$ cat src/rtl/ctrl_pkg.sv
`default_nettype none
// +----------------------------------------------------------------------------+
// | Package     : ctrl_pkg                                                     |
// | Description : Shared encodings for the multicycle controller: opcodes,     |
// |               FSM state enum, ALU-op codes, PC/ALU-B mux selects and the   |
// |               packed control word produced by the output decoder.         |
// | Revision    : 1.0  initial release                                         |
// +----------------------------------------------------------------------------+
package ctrl_pkg;

   // Opcode field values (5-bit)
   localparam logic [4:0] OP_RTYPE = 5'h00;
   localparam logic [4:0] OP_LW    = 5'h01;
   localparam logic [4:0] OP_SW    = 5'h02;
   localparam logic [4:0] OP_BEQ   = 5'h03;
   localparam logic [4:0] OP_ADDI  = 5'h04;
   localparam logic [4:0] OP_J     = 5'h05;
   localparam logic [4:0] OP_BNE   = 5'h06;
   localparam logic [4:0] OP_HALT  = 5'h1F;

   // ALU decoder commands
   localparam logic [3:0] ALUOP_ADD   = 4'b0000;
   localparam logic [3:0] ALUOP_SUB   = 4'b0001;
   localparam logic [3:0] ALUOP_FUNCT = 4'b0010;

   // PC source mux
   localparam logic [1:0] PCSRC_ALU    = 2'b00;
   localparam logic [1:0] PCSRC_ALUOUT = 2'b01;
   localparam logic [1:0] PCSRC_JUMP   = 2'b10;

   // ALU B source mux
   localparam logic [1:0] SRCB_B    = 2'b00;
   localparam logic [1:0] SRCB_FOUR = 2'b01;
   localparam logic [1:0] SRCB_IMM  = 2'b10;

   typedef enum logic [3:0] {
      S_FETCH  = 4'd0,
      S_DECODE = 4'd1,
      S_MEMADR = 4'd2,
      S_MEMRD  = 4'd3,
      S_MEMWB  = 4'd4,
      S_MEMWR  = 4'd5,
      S_EXEC   = 4'd6,
      S_ALUWB  = 4'd7,
      S_ADDIEX = 4'd8,
      S_ADDIWB = 4'd9,
      S_BRANCH = 4'd10,
      S_JUMP   = 4'd11,
      S_STOP   = 4'd12
   } state_t;

   typedef struct packed {
      logic       mem_req;
      logic       memread;
      logic       memwrite;
      logic       iord;
      logic       irwrite;
      logic       pcen;
      logic [1:0] pcsrc;
      logic       alusrca;
      logic [1:0] alusrcb;
      logic [3:0] aluop;
      logic       regdst;
      logic       memtoreg;
      logic       regwrite;
      logic       instr_done;
      logic       halted;
   } ctrl_t;

   // State entered after DECODE for a given opcode; anything unknown halts.
   function automatic state_t decode_target(input logic [4:0] op);
      case (op)
         OP_LW, OP_SW:   decode_target = S_MEMADR;
         OP_RTYPE:       decode_target = S_EXEC;
         OP_ADDI:        decode_target = S_ADDIEX;
         OP_BEQ, OP_BNE: decode_target = S_BRANCH;
         OP_J:           decode_target = S_JUMP;
         default:        decode_target = S_STOP;
      endcase
   endfunction

endpackage
`default_nettype wire

$ cat src/rtl/mc_outdec.sv
`default_nettype none
// +----------------------------------------------------------------------------+
// | Module      : mc_outdec                                                    |
// | Description : Combinational control-word decode for the multicycle         |
// |               controller. Mostly a Moore decode of the state; FETCH,       |
// |               MEMWR and BRANCH additionally look at mem_ready / zero.      |
// | Ports       : i_state     current FSM state                                |
// |               i_zero      ALU zero flag                                    |
// |               i_mem_ready shared memory completed this cycle               |
// |               i_bne       branch in flight is BNE (else BEQ)               |
// |               o_ctrl      full datapath control word                       |
// | Revision    : 1.0  initial release                                         |
// +----------------------------------------------------------------------------+
module mc_outdec
   import ctrl_pkg::*;
(
   input  state_t i_state,
   input  logic   i_zero,
   input  logic   i_mem_ready,
   input  logic   i_bne,
   output ctrl_t  o_ctrl
);

   logic w_pcwrite;
   logic w_branch;
   logic w_cond;

   // BEQ takes the branch on zero, BNE on not-zero.
   assign w_cond = i_bne ? ~i_zero : i_zero;

   always_comb begin
      o_ctrl    = '0;
      w_pcwrite = 1'b0;
      w_branch  = 1'b0;
      case (i_state)
         S_FETCH: begin
            o_ctrl.mem_req = 1'b1;
            o_ctrl.memread = 1'b1;
            o_ctrl.alusrcb = SRCB_FOUR;
            o_ctrl.aluop   = ALUOP_ADD;
            o_ctrl.pcsrc   = PCSRC_ALU;
            // IR load and PC+4 only happen once the fetch actually returns.
            if (i_mem_ready) begin
               o_ctrl.irwrite = 1'b1;
               w_pcwrite      = 1'b1;
            end
         end
         S_DECODE: begin
            // Branch target precomputed into ALUOut while decoding.
            o_ctrl.alusrcb = SRCB_IMM;
            o_ctrl.aluop   = ALUOP_ADD;
         end
         S_MEMADR: begin
            o_ctrl.alusrca = 1'b1;
            o_ctrl.alusrcb = SRCB_IMM;
            o_ctrl.aluop   = ALUOP_ADD;
         end
         S_MEMRD: begin
            o_ctrl.mem_req = 1'b1;
            o_ctrl.memread = 1'b1;
            o_ctrl.iord    = 1'b1;
         end
         S_MEMWB: begin
            o_ctrl.regwrite   = 1'b1;
            o_ctrl.memtoreg   = 1'b1;
            o_ctrl.instr_done = 1'b1;
         end
         S_MEMWR: begin
            o_ctrl.mem_req    = 1'b1;
            o_ctrl.memwrite   = 1'b1;
            o_ctrl.iord       = 1'b1;
            o_ctrl.instr_done = i_mem_ready;
         end
         S_EXEC: begin
            o_ctrl.alusrca = 1'b1;
            o_ctrl.alusrcb = SRCB_B;
            o_ctrl.aluop   = ALUOP_FUNCT;
         end
         S_ALUWB: begin
            o_ctrl.regwrite   = 1'b1;
            o_ctrl.regdst     = 1'b1;
            o_ctrl.instr_done = 1'b1;
         end
         S_ADDIEX: begin
            o_ctrl.alusrca = 1'b1;
            o_ctrl.alusrcb = SRCB_IMM;
            o_ctrl.aluop   = ALUOP_ADD;
         end
         S_ADDIWB: begin
            o_ctrl.regwrite   = 1'b1;
            o_ctrl.instr_done = 1'b1;
         end
         S_BRANCH: begin
            o_ctrl.alusrca    = 1'b1;
            o_ctrl.alusrcb    = SRCB_B;
            o_ctrl.aluop      = ALUOP_SUB;
            o_ctrl.pcsrc      = PCSRC_ALUOUT;
            w_branch          = 1'b1;
            o_ctrl.instr_done = 1'b1;
         end
         S_JUMP: begin
            o_ctrl.pcsrc      = PCSRC_JUMP;
            w_pcwrite         = 1'b1;
            o_ctrl.instr_done = 1'b1;
         end
         S_STOP: begin
            o_ctrl.halted = 1'b1;
         end
         default: ;
      endcase
      o_ctrl.pcen = w_pcwrite | (w_branch & w_cond);
   end

endmodule
`default_nettype wire

$ cat src/rtl/multicycle_controller.sv
`default_nettype none
// +----------------------------------------------------------------------------+
// | Module      : multicycle_controller                                        |
// | Description : Multicycle control FSM for the 5-bit-opcode CPU. Sequences   |
// |               fetch/decode/execute/memory/writeback over a shared memory   |
// |               and ALU, stalls on mem_ready, halts on HALT/illegal opcode.  |
// | Ports       : clk, reset_n (async active-low)                              |
// |               op, zero, mem_ready                       -- inputs          |
// |               mem_req, memread, memwrite, iord, irwrite, pcen, pcsrc,      |
// |               alusrca, alusrcb, aluop, regdst, memtoreg, regwrite,         |
// |               instr_done, halted                        -- control outputs |
// | Revision    : 1.0  initial release                                         |
// +----------------------------------------------------------------------------+
module multicycle_controller
   import ctrl_pkg::*;
(
   input  logic       clk,
   input  logic       reset_n,
   input  logic [4:0] op,
   input  logic       zero,
   input  logic       mem_ready,
   output logic       mem_req,
   output logic       memread,
   output logic       memwrite,
   output logic       iord,
   output logic       irwrite,
   output logic       pcen,
   output logic [1:0] pcsrc,
   output logic       alusrca,
   output logic [1:0] alusrcb,
   output logic [3:0] aluop,
   output logic       regdst,
   output logic       memtoreg,
   output logic       regwrite,
   output logic       instr_done,
   output logic       halted
);

   state_t r_state;
   state_t w_next;
   logic   r_bne;
   ctrl_t  w_ctrl;

   // op is only trusted in DECODE, so the BEQ/BNE distinction needed in
   // BRANCH is captured there rather than re-read from the live opcode.
   always_ff @(posedge clk or negedge reset_n) begin
      if (!reset_n) begin
         r_state <= S_FETCH;
         r_bne   <= 1'b0;
      end else begin
         r_state <= w_next;
         if (r_state == S_DECODE) begin
            r_bne <= (op == OP_BNE);
         end
      end
   end

   always_comb begin
      w_next = r_state;
      case (r_state)
         S_FETCH:  w_next = mem_ready ? S_DECODE : S_FETCH;
         S_DECODE: w_next = decode_target(op);
         S_MEMADR: w_next = (op == OP_SW) ? S_MEMWR : S_MEMRD;
         S_MEMRD:  w_next = mem_ready ? S_MEMWB : S_MEMRD;
         S_MEMWB:  w_next = S_FETCH;
         S_MEMWR:  w_next = mem_ready ? S_FETCH : S_MEMWR;
         S_EXEC:   w_next = S_ALUWB;
         S_ALUWB:  w_next = S_FETCH;
         S_ADDIEX: w_next = S_ADDIWB;
         S_ADDIWB: w_next = S_FETCH;
         S_BRANCH: w_next = S_FETCH;
         S_JUMP:   w_next = S_FETCH;
         S_STOP:   w_next = S_STOP;
         default:  w_next = S_FETCH;
      endcase
   end

   mc_outdec u_outdec (
      .i_state     (r_state),
      .i_zero      (zero),
      .i_mem_ready (mem_ready),
      .i_bne       (r_bne),
      .o_ctrl      (w_ctrl)
   );

   assign mem_req    = w_ctrl.mem_req;
   assign memread    = w_ctrl.memread;
   assign memwrite   = w_ctrl.memwrite;
   assign iord       = w_ctrl.iord;
   assign irwrite    = w_ctrl.irwrite;
   assign pcen       = w_ctrl.pcen;
   assign pcsrc      = w_ctrl.pcsrc;
   assign alusrca    = w_ctrl.alusrca;
   assign alusrcb    = w_ctrl.alusrcb;
   assign aluop      = w_ctrl.aluop;
   assign regdst     = w_ctrl.regdst;
   assign memtoreg   = w_ctrl.memtoreg;
   assign regwrite   = w_ctrl.regwrite;
   assign instr_done = w_ctrl.instr_done;
   assign halted     = w_ctrl.halted;

endmodule
`default_nettype wire

$ cat config.mk
export PLATFORM = sky130hd
export DESIGN_NAME = multicycle_controller
export DESIGN_NICKNAME = d
export VERILOG_FILES = /design/src/rtl/ctrl_pkg.sv /design/src/rtl/mc_outdec.sv /design/src/rtl/multicycle_controller.sv
export SDC_FILE = /design/constraint.sdc
export NUM_CORES = 1
export LEC_CHECK = 0
export ABC_AREA = 1
export BUFFER_PORTS_ARGS = -buffer_cell sky130_fd_sc_hd__buf_2
export CAP_MARGIN = 20
export CELL_PAD_IN_SITES_DETAIL_PLACEMENT = 0
export CELL_PAD_IN_SITES_GLOBAL_PLACEMENT = 1
export CORE_MARGIN = 5
export CORE_UTILIZATION = 27
export DETAILED_ROUTE_END_ITERATION = 16
export GPL_ROUTABILITY_DRIVEN = 0
export MAX_ROUTING_LAYER = met4
export PLACE_DENSITY_LB_ADDON = 0.15
export SYNTH_ARGS = -nofsm -noshare
export SYNTH_HDL_FRONTEND = slang
export SYNTH_SLANG_ARGS = --single-unit
export TNS_END_PERCENT = 50
$ cat constraint.sdc
create_clock -name clk -period 1.38 [get_ports clk]
set_input_delay 0.276 -clock clk [delete_from_list [all_inputs] [get_ports clk]]
set_output_delay 0.276 -clock clk [all_outputs]
set_load 0.005 [all_outputs]
# After elaboration in Yosys (flattened, before gate mapping)
# Index checks and enable logic that the tools add are counted.
# totals
out_inout_bits	20
elab_cells	57
register_bits	5
input_bits	9
# classes
bitwise_logic	3
n_mux	23
reduce_logical	11
eq_ne	18
# op_table
op	n
one-hot mux 4 bit (8 select lines)	1
one-hot mux 6 bit (4 select lines)	1
== test 4 bit (second input constant)	5
one-hot mux 4 bit (5 select lines)	1
== test 4 x 3 -> 1 bit (second input constant)	4
== test 5 x 3 -> 1 bit (second input constant)	3
two-way mux 1 bit	14
== test 5 x 2 -> 1 bit (second input constant)	2
two-way mux 3 bit	3
OR reduction 3 bit	3
== test 4 x 2 -> 1 bit (second input constant)	2
OR reduction 2 bit	4
== test 5 x 1 -> 1 bit (second input constant)	1
zero test 5 bit	1
OR reduction 5 bit	1
== test 4 x 1 -> 1 bit (second input constant)	1
zero test 4 bit	1
one-hot mux 1 bit (2 select lines)	2
one-hot mux 2 bit (2 select lines)	1
OR reduction 4 bit	1
AND 1 bit	1
inverter 1 bit	1
OR 1 bit	1

# Depth between registers and ports, before layout
# Gate-level depths: netlist of run 1.
# logic_depth
word_depth	4
mapped_depth	8
depth_no_buf	8

# Cells and area by module
# A second synthesis of run 1 with hierarchy kept.
# hier_totals
cells_unflattened	112
area_unflattened_um2	663.1
# modules_own_cells
module	seq_area_each_um2	area_each_um2	n_inst	cells_per_inst
multicycle_controller	125.1	406.6	1	62
mc_outdec	0.0	256.5	1	50

# Worst setup path before layout of run 1
# No wires, ideal clock.
# synth_timing
path_type	register -> output
from	register r_state[0]
to	output pcen
path_stages_with_launch	6
slack_ps	123
arrival_ps	981
t_required_ps	1104
path_buffers	0
path_cell_list	dfrtp_1 > nor2_1 > inv_2 > nor2_1 > nand2_1 > o31ai_1
# synth_via
elab_chain_len	4
elab_cells_between_ends	7
classes_between	2 x eq/ne; 2 x mux; 2 x bitwise; 1 x reduce/logical
# synth_rtl
item	line	text
from (decl)	multicycle_controller.sv:39	state_t r_state;
from (signal assigned)	multicycle_controller.sv:51	r_state <= w_next;
== test 4 bit	mc_outdec.sv:35	case (i_state)
two-way mux 1 bit	mc_outdec.sv:35	
AND 1 bit	mc_outdec.sv:111	o_ctrl.pcen = w_pcwrite | (w_branch & w_cond);
OR 1 bit (*)	mc_outdec.sv:111	
to (decl)	multicycle_controller.sv:27	output logic pcen,
# Mark *: on every way between the ends. The rest lies on a longest branch, timed or not.

# Worst setup path after layout of run 1
# layout_timing
from	register r_state[0]
to	output instr_done
# layout_via
elab_chain_len	3
elab_cells_between_ends	8
classes_between	6 x eq/ne; 1 x mux; 1 x reduce/logical
# layout_rtl
item	line	text
== test 4 x 3 -> 1 bit / == test 4 bit (equally long branches)	mc_outdec.sv:35	
OR reduction 5 bit (no line)	-	
one-hot mux 1 bit (2 select lines) (*)	mc_outdec.sv:35	
to (decl)	multicycle_controller.sv:35	output logic instr_done,
# Marks and branches as above.

==> summary.txt, run 1 <==
Worst hold path
  – Hold crit path type: in -> async

Global route
  – Largest net degree at the start of global routing: 7
  – Initial antenna violation count: 0
  – Vias in the first global route: 696
  – Gr usage total: 0.1224
  – First-pass GRT wire length: 2967 µm
  – Global route overflow: 0

Drt
  – Routed vias: 746
  – Routed wire length: 1706 µm
  – Via/cell ratio: 4.287
  – DRT antenna net count: 0
  – Number of remaining DRC errors: 0
  – DRT Pass-1 Iters: 4
  – Initial DRC count: 10
  – Routed len/inst: 9.805 µm

STA
  – Final Max Slew Viols: 0
  – Unrepaired setup endpoints after global routing: yes
  – Count of final hold-check violations: 0
  – Hold Slack: 0.3723 ns
  – Final setup margin: -0.2359 ns
  – Post-route minimum period: 1.616 ns
  – Max Fclk: 0.6189 GHz
  – Final worst path period share: 1.171
  – Final setup violation count: 18
  – Layout Skew: 0.0008352 ns

Synth
  – YS warnings: 0
  – Synthesized cell area: 551.8 µm²
  – Yosys cell types: 19
  – Register bit total from synthesis: 5
  – Area contributors post-synth: dfrtp_1 (23%), nand2_1 (15%), nor2_1 (14%)
  – Yosys top cell by area: dfrtp_1
  – Syn Inst Count: 99
  – Share of the synthesized area in the top cell type: 0.2268
  – Post-synthesis sequential area ratio: 0.2268
  – Syn avg cell area: 5.574 µm²

Pwr
  – Net switching power: 868.2 µW
  – Comb pwr share: 0.759
  – P_int: 1052 µW
  – Flop pwr share: 0.155
  – Sw Share: 0.4522
  – Leak Pwr: 0.0005482 µW
  – Power Density: 1928 mW/mm²
  – Largest vdd supply drop: 0.6664 mV
  – Clock share of power: 0.086

Final layout
  – Layout area overhead: 80.50%
  – Fillers: 220
  – Antenna diode count: 0
  – Design area: 996.0 µm²
  – Nets: 157
  – Fin util: 0.5077
  – Area of the multi-input gates: 420.4 µm²
  – Seq. cell area: 128.9 µm²
  – Layout cells sized above 1: 0.5510

Die
  – Initial Util: 0.2812
  – Die Ht: 55.21 µm
  – Die area: 0.003048 mm²
  – Core area: 0.001962 mm²
  – Die Span X: 55.21 µm
  – Top-Level Pins: 29
  – Rows: 16

Placement
  – DP HPWL: 1332 µm
  – PortBufs: 26
  – DP Area: 794.5 µm²
  – DP Worst Slack: -0.01100 ns

Status
  – Failing checks: setup timing
  – Status: finished with violations

Clock network
  – CTS tree: built
  – H-tree depth: 1
  – CTS Buffer Depth: 2
  – CTS Sinks: 5
  – Root Driver: clkbuf_4
  – Total CTS buffers: 3
  – Clock-pin slew on the worst setup and hold paths: 0.04 ns
  – Clock latency on the worst-skew pair: 0.24 ns

Setup path
  – CP startpoint kind: flop
  – CP max FO: 5
  – Critical path type: reg -> out
  – Data required, critical path: 1.10 ns
  – Crit end category: output pin
  – Worst EP arrival: 1.34 ns

Flow run
  – Max Cap Viol: 0
final timing paths:
check	start	to	slack, ns	cells after the start
setup reg to reg	r_state[0]	r_state[2]	0.01	8
max in group asynchronous	reset_n	r_state[2]	0.87	2
min in group clk	op[4]	r_state[3]	0.41	5
setup / recovery	r_state[0]	instr_done	-0.24	6
hold reg to reg	r_bne	r_bne	0.49	2
hold / removal	reset_n	r_state[3]	0.37	2
cell usage after synthesis:
| cell | count |
|---|---|
| a21oi_1 | 3 |
| a21oi_2 | 2 |
| a31oi_1 | 1 |
| buf_4 | 2 |
| conb_1 | 1 |
| dfrtp_1 | 5 |
| inv_1 | 13 |
| inv_2 | 6 |
| nand2_1 | 22 |
| nand2_2 | 4 |
| nand3_1 | 6 |
| nand4_1 | 2 |
| nor2_1 | 20 |
| nor2_2 | 4 |
| nor3_1 | 1 |
| o21ai_0 | 4 |
| o221ai_1 | 1 |
| o22ai_1 | 1 |
| o31ai_1 | 1 |
cell families (layout without fill, tap and decap cells):
kind of cell | Yosys count | count (layout) | synth area share
AO/OA/AOI/OAI | 13 | 13 | 0.1474
other | 1 | 2 | 0.006796
AND/OR/NAND/NOR | 59 | 59 | 0.4626
buffers and inverters | 21 | 68 | 0.1565
flip-flops | 5 | 5 | 0.2268
stage by stage:
step	power, µW	cells	TNS (ns)
floorplan	800.1	100	0
global placement	1330	163	-0.007562
detailed placement	1327	163	-0.02721
CTS	1713	170	-2.527
global route	2084	174	-3.416
finish	1920	174	-2.207
per-layer routing:
layer	track usage	share of wire	vias to the layer above
li1	-	-	401
met1	0.1368	0.45	318
met2	0.2044	0.47	23
met5	-	0	-
met3	0.01166	0.056	4
met4	0.08333	0.029	0
critical path, stage by stage (launching register included):
cell      delay, ns
dfrtp_2        0.46
buf_6          0.14
nand2_4        0.06
nor2_1         0.05
nor2_1         0.15
o221ai_2       0.10
buf_2          0.13
cells in the final DEF, fill, tap and decap left out, types with 3 or more instances in the layout:
cell type | Yosys | layout
buf_2 | 0 | 23
nand2_1 | 22 | 19
nor2_1 | 20 | 15
buf_4 | 2 | 15
inv_1 | 13 | 8
inv_2 | 6 | 7
nor2_4 | 0 | 6
buf_6 | 0 | 6
nand3_1 | 6 | 5
inv_4 | 0 | 4
nand2_2 | 4 | 4
o21ai_0 | 4 | 4
nand2_4 | 0 | 3
nor2_2 | 4 | 3
a21oi_1 | 3 | 3
clkbuf_4 | 0 | 3
dfrtp_2 | 0 | 3
state kept, by name, summed over array words and instances (netlist names):
signal and count:
r_bne 1, r_state 4
power by group through the flow:
| stage | Sequential (µW) | Clock [µW] | Combinational (µW) |
|---|---|---|---|
| 6_report | 298 | 164 | 1460 |
| 5_1_grt | 303 | 178 | 1600 |
| 4_1_cts | 272 | 171 | 1270 |
| 3_5_place_dp | 260 | 0 | 1070 |
| 3_3_place_gp | 257 | 0 | 1070 |
| 2_1_floorplan | 253 | 0 | 547 |
timing repair:
item | in CTS | in global routing
pin swaps | 4 | 3
gates cloned | 0 | 0
setup endpoints to repair | 19 | 19
buffers inserted | 2 | 4
hold buffers | 1 | 0
hold endpoints to repair | 5 | 0
gates resized for setup | 19 | 18
final cells by class:
class                      count  share of cell area
clock buffer                   4             0.02638
inverter                      19             0.08166
multi-input combinational     74              0.4221
sequential                     5              0.1294
tap                           27             0.03392
timing repair buffer          45              0.3065
Note: power is estimated with default switching activity, not from simulation.
==> inputs of run 2 (changes only) <==
==> constraint.sdc (replaced) <==
create_clock -name clk -period 1.38 [get_ports clk]
set_input_delay 0.138 -clock clk [delete_from_list [all_inputs] [get_ports clk]]
set_output_delay 0.138 -clock clk [all_outputs]
set_load 0.005 [all_outputs]
==> run 2 against run 1 <==
Net effect: the run still ends with setup timing left; flip-flop and latch count unchanged; clock power increased by 9%; sequential power increased by 4%; highest routed layer unchanged; register-to-register slack improved by 0.07 ns; clock-buffer cell count unchanged.
==> summary.txt, run 2 (same netlist as run 1, synthesis figures left out) <==
Final layout
  – Layout cells sized above 1: 0.5145
  – Antenna diode count: 0
  – Top reg by flops: r_state
  – Max FFs per register: 4
  – Top Registers: r_state (4), r_bne (1)
  – Nets: 148
  – Fin util: 0.4700
  – Layout area overhead: 67.12%
  – Most common cell after layout, fill and taps aside: buf_2
  – Commonest cells after routing, fill and taps aside: buf_2 (26), nand2_1 (19), nor2_1 (14)
  – Fillers: 229

Global route
  – Largest net degree at the start of global routing: 7
  – Global route overflow: 0
  – Vias in the first global route: 657
  – Initial antenna violation count: 0
  – First-pass GRT wire length: 2856 µm
  – Gr usage total: 0.1149

Drt
  – Via/cell ratio: 4.315
  – Routed len/inst: 10.41 µm
  – DRT Pass-1 Iters: 4
  – Initial DRC count: 11
  – Routed vias: 712
  – DRT antenna net count: 0
  – Number of remaining DRC errors: 0
  – Routed wire length: 1717 µm

Pwr
  – Flop pwr share: 0.179
  – P_int: 863.6 µW
  – Largest vdd supply drop: 0.7627 mV
  – Power Density: 1882 mW/mm²
  – Net switching power: 871.8 µW
  – Leak Pwr: 0.0005093 µW
  – Sw Share: 0.5024
  – Tot Pwr: 1735 µW
  – Clock share of power: 0.102
  – Comb pwr share: 0.719

Placement
  – DP HPWL: 1284 µm
  – PortBufs: 26

Die
  – Core area: 0.001962 mm²
  – Top-Level Pins: 29
  – Rows: 16
  – Die Span X: 55.21 µm
  – Die area: 0.003048 mm²
  – Initial Util: 0.2812
  – Die Ht: 55.21 µm

Setup path
  – CP startpoint kind: flop
  – CP max FO: 5
  – Data required, critical path: 1.24 ns
  – Critical path type: reg -> out
  – Worst EP arrival: 1.34 ns
  – Crit end category: output pin

STA
  – Count of final hold-check violations: 0
  – Max Fclk: 0.6780 GHz
  – Sum of negative setup slack: -0.2892 ns
  – Final setup violation count: 9
  – Post-route minimum period: 1.475 ns
  – Hold Slack: 0.2282 ns
  – Final setup margin: -0.09483 ns
  – Layout Skew: 0.001681 ns
  – Final Max Slew Viols: 0
  – Unrepaired setup endpoints after global routing: yes
  – Final worst path period share: 1.069

Clock network
  – H-tree depth: 1
  – CTS tree: built
  – Root Driver: clkbuf_4
  – Clock-pin slew on the worst setup and hold paths: 0.05 ns
  – CTS Sinks: 5
  – Total CTS buffers: 3
  – CTS Buffer Depth: 2
  – Clock latency on the worst-skew pair: 0.25 ns

Worst hold path
  – Hold crit path type: in -> async

Flow run
  – Max Cap Viol: 0

Status
  – Failing checks: setup timing
  – Status: finished with violations
## run 2: cell count changes in the layout (fill, tap and decap cells not counted), moves of 2 or more
cell    change
buf_4       -7
buf_6       -5
buf_2       +3
nor2_4      +3
inv_1       +2
inv_2       -2
nor2_2      -2
## run 2: path summary, 6_finish.rpt
check | to | cells past startpoint | slack, ns | startpoint
setup / recovery | instr_done | 7 | -0.09 | r_state[3]
hold / removal | r_state[2] | 2 | 0.23 | reset_n
setup reg to reg | r_state[2] | 7 | 0.08 | r_state[2]
hold reg to reg | r_bne | 2 | 0.50 | r_bne
max in group asynchronous | r_state[1] | 2 | 1.01 | reset_n
min in group clk | r_state[0] | 3 | 0.24 | mem_ready
## run 2: power by group through the flow
| stage | clock network [µW] | logic (µW) | registers [µW] |
|---|---|---|---|
| after floorplan | 0 | 547 | 253 |
| after global placement | 0 | 861 | 268 |
| final | 178 | 1250 | 310 |
| after CTS | 182 | 1030 | 291 |
| after global routing | 188 | 1390 | 321 |
| after detailed placement | 0 | 847 | 267 |
## run 2: per-layer routing
| layer | wire, µm | part of all wire | track usage |
|---|---|---|---|
| met1 | 773 | 0.45 | 0.1378 |
| met2 | 820 | 0.48 | 0.1875 |
| met3 | 88 | 0.051 | 0.03263 |
| met4 | 34 | 0.020 | 0.03125 |
| met5 | 0 | 0 | - |
## run 2: worst max-delay path: stages (launching register included)
cell and delay [ns]:
dfrtp_1 0.40, inv_4 0.12, nor2_4 0.04, inv_2 0.08, nor2_1 0.04, nor2_1 0.14, o221ai_1 0.12, buf_2 0.14
## run 2: timing repair
action                                  in CTS  in global routing
pin swaps                                    3                  2
gates resized for setup                     16                 19
setup buffers                                5                  4
hold endpoints to repair                     5                  0
hold buffers                                 1                  0
endpoints found under the setup margin       9                 14
## run 2: through the flow
| step | area [µm²] | instances | setup slack, ns |
|---|---|---|---|
| floorplan | 555.5 | 100 | 0.2608 |
| global placement | 704.4 | 151 | 0.006168 |
| detailed placement | 704.4 | 151 | 0.06387 |
| CTS | 823.3 | 161 | -0.08780 |
| global route | 922.1 | 165 | -0.1628 |
| finish | 922.1 | 165 | -0.09483 |
## run 2: area by class of cell
cell class                 count  area, µm²  share of cell area
multi-input combinational     74      440.4              0.4776
timing repair buffer          36      211.5              0.2293
sequential                     5      128.9              0.1398
inverter                      19      81.33             0.08820
tap                           27      33.78             0.03664
clock buffer                   4      26.28             0.02849
